--- config.mk ---
export PLATFORM = sky130hd
export DESIGN_NAME = mm_answer_judge
export DESIGN_NICKNAME = d
export VERILOG_FILES = /design/src/rtl/mm_answer_judge.sv
export SDC_FILE = /design/constraint.sdc
export NUM_CORES = 1
export LEC_CHECK = 0
export ABC_AREA = 0
export BUFFER_PORTS_ARGS = -buffer_cell sky130_fd_sc_hd__buf_2
export CORE_MARGIN = 1
export CORE_UTILIZATION = 30
export CTS_CLUSTER_SIZE = 16
export DETAILED_ROUTE_END_ITERATION = 7
export GPL_ROUTABILITY_DRIVEN = 0
export GPL_TIMING_DRIVEN = 0
export PLACE_DENSITY_LB_ADDON = 0.15
export SETUP_SLACK_MARGIN = 0.1
export SLEW_MARGIN = 20
export SYNTH_ARGS = -nofsm -noshare
export SYNTH_HDL_FRONTEND = slang
export SYNTH_SLANG_ARGS = --single-unit
--- constraint.sdc ---
create_clock -name clk -period 5.3 [get_ports clk]
set_clock_uncertainty 0.1 [all_clocks]
set_input_delay 0.795 -clock clk [delete_from_list [all_inputs] [get_ports clk]]
set_output_delay 0.795 -clock clk [all_outputs]
set_load 0.03 [all_outputs]
--- src/rtl/mm_answer_judge.sv ---
// mm_answer_judge
//   Answer-checking back end for the mental-math game. It adds up the
//   operands shown to the player during a round. It then judges the player's
//   answer, or a timeout, against that sum and keeps a saturating score.
//   The score is also shown on a thermometer-coded LED bar.
//
// Ports
//   clk, rst            clock, asynchronous active-high reset
//   round_start         1-cycle pulse, begins (or restarts) a round
//   num_valid, num_in   operand strobe and operand
//   ans_valid, ans_in   player-submit strobe and answer
//   busy                high while collecting operands or awaiting the answer
//   sum_out             registered running sum (mod 2^ANS_W)
//   result_valid        1-cycle pulse per verdict
//   correct, timed_out  verdict flags, held until the next verdict
//   score, led          current score and its thermometer display
module mm_answer_judge #(
    parameter int NUM_TERMS   = 5,
    parameter int DATA_W      = 5,
    parameter int ANS_W       = 8,
    parameter int SCORE_MAX   = 7,
    parameter int TIMEOUT_CYC = 100
) (
    input  logic                 clk,
    input  logic                 rst,
    input  logic                 round_start,
    input  logic                 num_valid,
    input  logic [DATA_W-1:0]    num_in,
    input  logic                 ans_valid,
    input  logic [ANS_W-1:0]     ans_in,
    output logic                 busy,
    output logic [ANS_W-1:0]     sum_out,
    output logic                 result_valid,
    output logic                 correct,
    output logic                 timed_out,
    output logic [3:0]           score,
    output logic [SCORE_MAX-1:0] led
);

    localparam int CNT_W = $clog2(NUM_TERMS + 1);
    localparam int TMR_W = (TIMEOUT_CYC > 1) ? $clog2(TIMEOUT_CYC) : 1;

    localparam logic [CNT_W-1:0] LAST_TERM = CNT_W'(NUM_TERMS - 1);
    localparam logic [TMR_W-1:0] LAST_TICK = TMR_W'(TIMEOUT_CYC - 1);
    localparam logic [3:0]       SMAX      = 4'(SCORE_MAX);

    typedef enum logic [1:0] {
        S_IDLE    = 2'd0,
        S_COLLECT = 2'd1,
        S_WAIT    = 2'd2
    } state_t;

    state_t            state_q, state_d;
    logic [ANS_W-1:0]  sum_q, sum_d;
    logic [CNT_W-1:0]  cnt_q, cnt_d;
    logic [TMR_W-1:0]  tmr_q, tmr_d;
    logic              rv_q, rv_d;
    logic              correct_q, correct_d;
    logic              to_q, to_d;
    logic [3:0]        score_q, score_d;

    // State and datapath registers
    always_ff @(posedge clk or posedge rst) begin
        if (rst) begin
            state_q   <= S_IDLE;
            sum_q     <= '0;
            cnt_q     <= '0;
            tmr_q     <= '0;
            rv_q      <= 1'b0;
            correct_q <= 1'b0;
            to_q      <= 1'b0;
            score_q   <= '0;
        end else begin
            state_q   <= state_d;
            sum_q     <= sum_d;
            cnt_q     <= cnt_d;
            tmr_q     <= tmr_d;
            rv_q      <= rv_d;
            correct_q <= correct_d;
            to_q      <= to_d;
            score_q   <= score_d;
        end
    end

    // Next-state and datapath updates
    always_comb begin
        state_d   = state_q;
        sum_d     = sum_q;
        cnt_d     = cnt_q;
        tmr_d     = tmr_q;
        rv_d      = 1'b0;
        correct_d = correct_q;
        to_d      = to_q;
        score_d   = score_q;

        // round_start takes priority in every state. It drops a
        // coincident operand or answer and produces no verdict.
        if (round_start) begin
            state_d = S_COLLECT;
            sum_d   = '0;
            cnt_d   = '0;
        end else begin
            case (state_q)
                S_COLLECT: begin
                    if (num_valid) begin
                        sum_d = sum_q + ANS_W'(num_in);
                        cnt_d = cnt_q + CNT_W'(1);
                        if (cnt_q == LAST_TERM) begin
                            state_d = S_WAIT;
                            tmr_d   = '0;
                        end
                    end
                end
                S_WAIT: begin
                    // An answer on the last window cycle still counts as an answer.
                    if (ans_valid) begin
                        state_d   = S_IDLE;
                        rv_d      = 1'b1;
                        correct_d = (ans_in == sum_q);
                        to_d      = 1'b0;
                    end else if (tmr_q == LAST_TICK) begin
                        state_d   = S_IDLE;
                        rv_d      = 1'b1;
                        correct_d = 1'b0;
                        to_d      = 1'b1;
                    end else begin
                        tmr_d = tmr_q + TMR_W'(1);
                    end
                end
                default: ;
            endcase
        end

        if (rv_d) begin
            if (correct_d)
                score_d = (score_q == SMAX) ? score_q : score_q + 4'd1;
            else
                score_d = (score_q == 4'd0) ? score_q : score_q - 4'd1;
        end
    end

    // Outputs
    always_comb begin
        busy         = (state_q != S_IDLE);
        sum_out      = sum_q;
        result_valid = rv_q;
        correct      = correct_q;
        timed_out    = to_q;
        score        = score_q;
        for (int i = 0; i < SCORE_MAX; i++)
            led[i] = (int'(score_q) > i);
    end

endmodule

# Yosys cells after proc, flatten, opt, wreduce, memory -nomap -nowiden

Cells that the tools add are included.

Bits in registers: 27
Bits of input ports: 18
Output and inout port bits: 23
Logic and storage cells: 78

$add $sub $neg: 5
Magnitude comparators: 7
Equality and inequality tests: 15
Multiplexer cells: 30
Bitwise logic cells: 1
Reductions and logical operators: 12

Operators by type and width:

| kind                                                           | count |
|---|---|
| 2-to-1 mux 7 bit                                               | 4 |
| 2-to-1 mux 8 bit                                               | 3 |
| case mux 7 bit (2 select lines)                                | 1 |
| greater-than comparator 4 x 3 -> 1 bit (second input constant) | 3 |
| 2-to-1 mux 4 bit                                               | 3 |
| inequality test 2 bit (second input constant)                  | 6 |
| 2-to-1 mux 1 bit                                               | 10 |
| 2-to-1 mux 2 bit                                               | 5 |
| nonzero test 2 bit                                             | 5 |
| 2-to-1 mux 3 bit                                               | 3 |
| adder 8 x 5 -> 8 bit                                           | 1 |
| == test 8 bit                                                  | 1 |
| greater-than comparator 4 x 1 -> 1 bit (second input constant) | 2 |
| greater-than comparator 4 x 2 -> 1 bit (second input constant) | 2 |
| adder 7 x 1 -> 7 bit (second input constant)                   | 1 |
| == test 7 bit (second input constant)                          | 1 |
| inequality test 3 bit (second input constant)                  | 2 |
| AND reduction 3 bit                                            | 2 |
| AND reduction 6 bit                                            | 1 |
| adder 4 x 1 -> 4 bit (second input constant)                   | 1 |
| == test 4 x 3 -> 1 bit (second input constant)                 | 1 |
| logical NOT 4 bit                                              | 1 |
| inequality test 4 bit (second input constant)                  | 1 |
| case mux 2 bit (2 select lines)                                | 1 |
| other kinds (9)                                                | 9 |

# Depth between registers and ports, before layout

Gate-level depths: netlist of run 1.

Word-level depth: 7
Mapped depth: 9
Depth with buffers taken out: 9

# Least setup slack after synthesis of run 1

No wires, ideal clock.

Path kind: register -> output
Start: register score_q[0], in the netlist score[0]
End: output led[1]
Arrival time: 1.655 ns
Data required time: 4.405 ns
Setup slack: 2.750 ns
Cell stages (with the launch flop): 4
Path buffers: 0
Cell sequence: dfrtp_1 inv_1 ha_1 o21ai_0

Longest elaborated chain between the ends: 1

RTL lines:

| element                                | line | RTL |
|---|---|---|
| from (decl)                            | 60   | `logic [3:0] score_q, score_d;` |
| from (signal assigned)                 | 81   | `score_q <= score_d;` |
| greater-than comparator 4 x 1 -> 1 bit | 151  | `led[i] = (int'(score_q) > i);` |
| to (decl)                              | 37   | `output logic [SCORE_MAX-1:0] led` |

Every way passes these cells.

# Worst setup path in the final report of run 1

Start: register score_q[0], in the netlist score[0]
End: output led[5]

Longest elaborated chain between the ends: 1

RTL lines:

| element                                | line |
|---|---|
| greater-than comparator 4 x 3 -> 1 bit | 151 |

Every way passes these cells.

==> results of run 1 <==
cell type report:
| class | instances | area (um2) |
|---|---|---|
| plain buffers | 2 | 7.51 |
| multi-input cells | 136 | 930 |
| clock inverters | 1 | 5.00 |
| well taps | 70 | 87.6 |
| inverters | 15 | 56.3 |
| fillers | 558 | 3230 |
| clock buffers | 3 | 41.3 |
| flip-flops and latches | 27 | 676 |
| repair buffers | 40 | 200 |
per-stage QoR:
step,setup slack (ps),hold WS (ps),instance area (um2)
2_1_floorplan,2750,397,1670
3_3_place_gp,2630,419,1960
3_5_place_dp,2620,426,1960
4_1_cts,2850,440,2000
5_1_grt,2680,482,2000
6_report,2860,437,2000
state kept, by name, summed over array words and instances (netlist names):
name,cells
sum_out,8
tmr_q,7
score,4
cnt_q,3
state_q,2
correct,1
result_valid,1
timed_out,1
worst max-delay path by stage:
stage,start,endpoint,cells past startpoint
2_1_floorplan,score[0],led[1],3
3_3_place_gp,round_start,score[2],7
5_1_grt,tmr_q[0],tmr_q[6],6
3_5_place_dp,round_start,score[2],7
4_1_cts,score[0],led[5],5
6_report,score[0],led[5],5
worst max-delay path, cell delays in order, from the launching register on:
cell and delay [ps]:
dfrtp_1 500, inv_1 100, ha_1 250, nor2_1 110, a21o_1 110, buf_2 180
power groups by stage:
stage / Combinational, mW / Clock, mW / Sequential, mW
2_1_floorplan: 0.0460 / 0 / 0.235
3_3_place_gp: 0.0785 / 0 / 0.227
3_5_place_dp: 0.0797 / 0 / 0.227
4_1_cts: 0.0800 / 0.126 / 0.223
5_1_grt: 0.0897 / 0.135 / 0.224
6_report: 0.0786 / 0.124 / 0.223
kinds of logic (layout without fill, tap and decap cells):
logic type	count (synthesis)	count (layout)	synth area share [%]
buffers and inverters	17	61	3.82
adder cells (fa/ha/maj)	13	13	10.2
AND/OR/NAND/NOR	64	64	21.1
flip-flops	27	27	40.5
multiplexers	1	1	0.600
XOR/XNOR	20	20	10.5
AO/OA/AOI/OAI	38	38	13.3
layout by cell type (no fill, tap or decap), types with 2 or more instances in the layout:
cell,instances
a21o_1,2
a21oi_1,15
and3_1,3
buf_2,40
clkbuf_1,2
clkbuf_8,3
dfrtp_1,27
ha_1,12
inv_1,14
nand2_1,18
nand2b_1,2
nand3_1,4
nand4_1,4
nor2_1,14
nor3_1,3
o21ai_0,10
o21ai_1,4
or2_2,2
or3_1,6
xnor2_1,12
xor2_1,8
metal layers:
metal | share of wire [%] | global-route usage, % | vias up | wire length [um]
met3 | 4.3 | 3.35 | 4 | 150
met4 | 0.79 | 2.88 | 0 | 28
li1 | - | - | 711 | -
met5 | 0 | 0 | - | 0
met2 | 46 | 20.8 | 25 | 1620
met1 | 49 | 17.6 | 676 | 1730
==> flow_summary.ini, run 1 <==
[clocking]
clockRootBuffer = clkbuf_8
insertion_delay_ps = 280
cts-buffers-inserted = 3
cts.path.max_buffers = 2
clk_pin_slew_ps = 100
cts_sinks = 27
cts_tree = yes
ctsHoldBuffers = 0
cts.htree.levels = 1
cts_setup_buffers = 0
ctsResizeCount = 0

[flow_run]
cap_violations = 0

[logic_synthesis]
yosysSeqAreaShare_pct = 40.5
yosysMostFrequentCell = dfrtp_1
async_flop_share_pct = 100
ys_ff_latch = 27
synth_area_per_cell_um2 = 9.27
ys_types = 36
synthTopCellsByCount = dfrtp_1, nand2_1, a21oi_1, inv_1, nor2_1
synth-warning-count = 0
synth_nets = 211
synth_top_area_share_pct = 40.5
synth_edf_count = 0
synth_flop_cell = dfrtp_1
yosysTopAreaCell = dfrtp_1
syn_area_um2 = 1670
syn_inst = 180
synth_area_leaders = dfrtp_1, ha_1, xnor2_1

[setup_path]
worstPathMaxFanout = 8
r2r_start = tmr_q[0]
critical_path_required_ps = 4410
end_kind = output port
critical_path_arrival_ps = 1540
timing.rr.end = tmr_q[5]
reg2reg_slack_ps = 2900
critPathKind = register to output port
rr_worst_depth = 6
crit_path_start_kind = register

[timing]
setup_viol_count_final = 0
fmax_mhz = 410
maxSlewViolCount = 0
tightest_slew_ps = 647
rsz0062_at_grt = false
slew_headroom_pct = 56.7
hold_viol = 0
final.setup.tns_ps = 0
post-route-min-period_ps = 2440
final.period_utilization_pct = 46.0

[global_routing]
gr-total-overflow = 0
grt_max_degree = 28
grt_usage_pct = 13.0
grt_pass1_vias = 1292
antenna_found_initial = 0
grt_pass1_wl_um = 6160

[power]
clockPowerShare_pct = 29.2
switching_share_pct = 29.9
p_leak_nw = 1.02
p_per_area_nw_per_um2 = 213
ir_drop_v = 0.0000965
power_frac_seq_pct = 52.4
p_int_mw = 0.298
pwr-share-comb_pct = 18.5
power_switching_mw = 0.127
total_power_mw = 0.426

[floorplanning]
std_cell_rows = 26
die-area_um2 = 5870
core-area_um2 = 5240
ios = 41
initial_core_util_pct = 31.9
die_w_um = 76.6
die_h_um = 76.6

[placed_design]
dp_hpwl_um = 2690
port_buffers = 40
dp.cells = 290

[outcome]
run_status = finished, final reports clean

[route]
viasPerCell = 4.82
dr.pass1.iters = 4
drt-total-wl_um = 3520
post-route-drc-count = 0
dr_total_vias = 1416
wl_per_cell_um = 12.0
ant_nets = 0
drtIter0Drc = 71

[finish]
fin_cells = 294
drive_gt1_share_pct = 23.7
area_growth_pct = 20.0
nNetsFinal = 256
finish.utilization_pct = 38.2
antenna_cells = 0

[min_path]
hold_start = tmr_q[0]
hp-class = register to register
hold_depth = 1
whs_endpoint = tmr_q[0]
(Power assumes the default switching activity.)
==> inputs of run 2 (changes only) <==
clock period = 2.51 ns   (was 5.3 ns; I/O delays follow)
==> run 2 against run 1 <==
- critical path depth rose by 1
- combinational power rose by 110%
- final area rose by 0.31%
- die area did not move
- non-clock buffer count did not move
- cell count did not move
- largest cell class unchanged
==> flow_summary.ini, run 2 (same netlist as run 1, synthesis figures left out) <==
[timing]
final.setup.tns_ps = 0
rsz0062_at_grt = false
fmax_mhz = 454
post-route-min-period_ps = 2200
setup_slack_ps = 309
slew_headroom_pct = 60.8
hold_viol = 0
setup_viol_count_final = 0
tightest_slew_ps = 587
maxSlewViolCount = 0
final.period_utilization_pct = 87.7
holdWs_ps = 48.5

[clocking]
cts-buffers-inserted = 3
insertion_delay_ps = 280
cts.htree.levels = 1
cts_tree = yes
clk_pin_slew_ps = 100
cts_setup_buffers = 0
cts.path.max_buffers = 2
cts_sinks = 27
clockRootBuffer = clkbuf_8

[setup_path]
critical_path_arrival_ps = 2270
critical_path_required_ps = 2580
end_kind = register
crit_path_start_kind = register
cp-startpoint = state_q[0]
critPathKind = register to register
worstPathMaxFanout = 7
r2r_start = state_q[0]

[finish]
largest_reg_flops = 8
final_common_cell = buf_2
fillers = 557
nNetsFinal = 256
seq_area_um2 = 676
multi_input_area_um2 = 936
antenna_cells = 0
finish.utilization_pct = 38.4
layout_common_cells = buf_2, dfrtp_1, nand2_1, a21oi_1
area_growth_pct = 20.4
drive_gt1_share_pct = 24.1

[global_routing]
grt_usage_pct = 13.0
antenna_found_initial = 0
grt_max_degree = 28
grt_pass1_wl_um = 6160
grt_pass1_vias = 1292
gr-total-overflow = 0

[power]
ir_drop_v = 0.000204
p_leak_nw = 1.02
p_per_area_nw_per_um2 = 447
total_power_mw = 0.899

[floorplanning]
die_w_um = 76.6
die_h_um = 76.6
std_cell_rows = 26
core-area_um2 = 5240
die-area_um2 = 5870
ios = 41
initial_core_util_pct = 31.9

[route]
wl_per_cell_um = 12.0
viasPerCell = 4.82
drtIter0Drc = 70
dr_total_vias = 1418
dr.pass1.iters = 4
post-route-drc-count = 0
drt-total-wl_um = 3530
ant_nets = 0

[min_path]
hp-class = input port to asynchronous set/reset pin

[placed_design]
place_ws_ps = 138
port_buffers = 40
dp_hpwl_um = 2690

[outcome]
run_status = finished, final reports clean

[flow_run]
cap_violations = 0
## run 2: routing by layer
metal | up-vias | GRT usage (%) | share of wire [%]
met5 | - | 0 | 0
li1 | 712 | - | -
met3 | 4 | 3.35 | 4.2
met4 | 0 | 2.88 | 0.79
met2 | 25 | 20.8 | 46
met1 | 677 | 17.6 | 49
## run 2: critical path: stages, from the launching register on
cell and delay (ps):
dfrtp_1 480, nor3b_2 420, nand2_1 150, or4_1 550, o211ai_2 150, a21oi_1 90, xor2_1 150
## run 2: path summary, 6_finish.rpt
path | endpoint | slack, ps | cells after the start
max | score[2] | 310 | 6
min | sum_out[1] | 50 | 2
max reg2reg | score[2] | 310 | 6
min reg2reg | tmr_q[0] | 440 | 1
max in group asynchronous | cnt_q[0] | 1880 | 2
min in group clk | timed_out | 200 | 2
## run 2: timing repair
action | CTS | global route
resized for setup | 0 | 1
endpoints found under the setup margin | 0 | 2
hold buffers | 0 | 0
## run 2: final cells by class
| type | instances | share of cell area, % |
|---|---|---|
| timing repair buffer | 40 | 9.96 |
| tap | 70 | 4.36 |
| clock inverter | 1 | 0.249 |
| buffer | 2 | 0.374 |
| inverter | 15 | 2.80 |
| clock buffer | 3 | 2.05 |
| multi-input combinational | 136 | 46.6 |
| sequential | 27 | 33.6 |
## run 2: power breakdown
part | internal [mW] | switching, mW | total, mW | leakage, nW
clock | 0.112 | 0.150 | 0.262 | 0.0255
sequential | 0.451 | 0.0197 | 0.471 | 0.362
combinational | 0.0676 | 0.0988 | 0.166 | 0.631
total | 0.631 | 0.269 | 0.899 | 1.02
## run 2: metrics by stage
| stage | area [um2] | std cells |
|---|---|---|
| final | 2010 | 294 |
| after global routing | 2010 | 294 |
| after detailed placement | 1960 | 290 |
| after global placement | 1960 | 290 |
| after floorplan | 1670 | 180 |
| after CTS | 2000 | 294 |
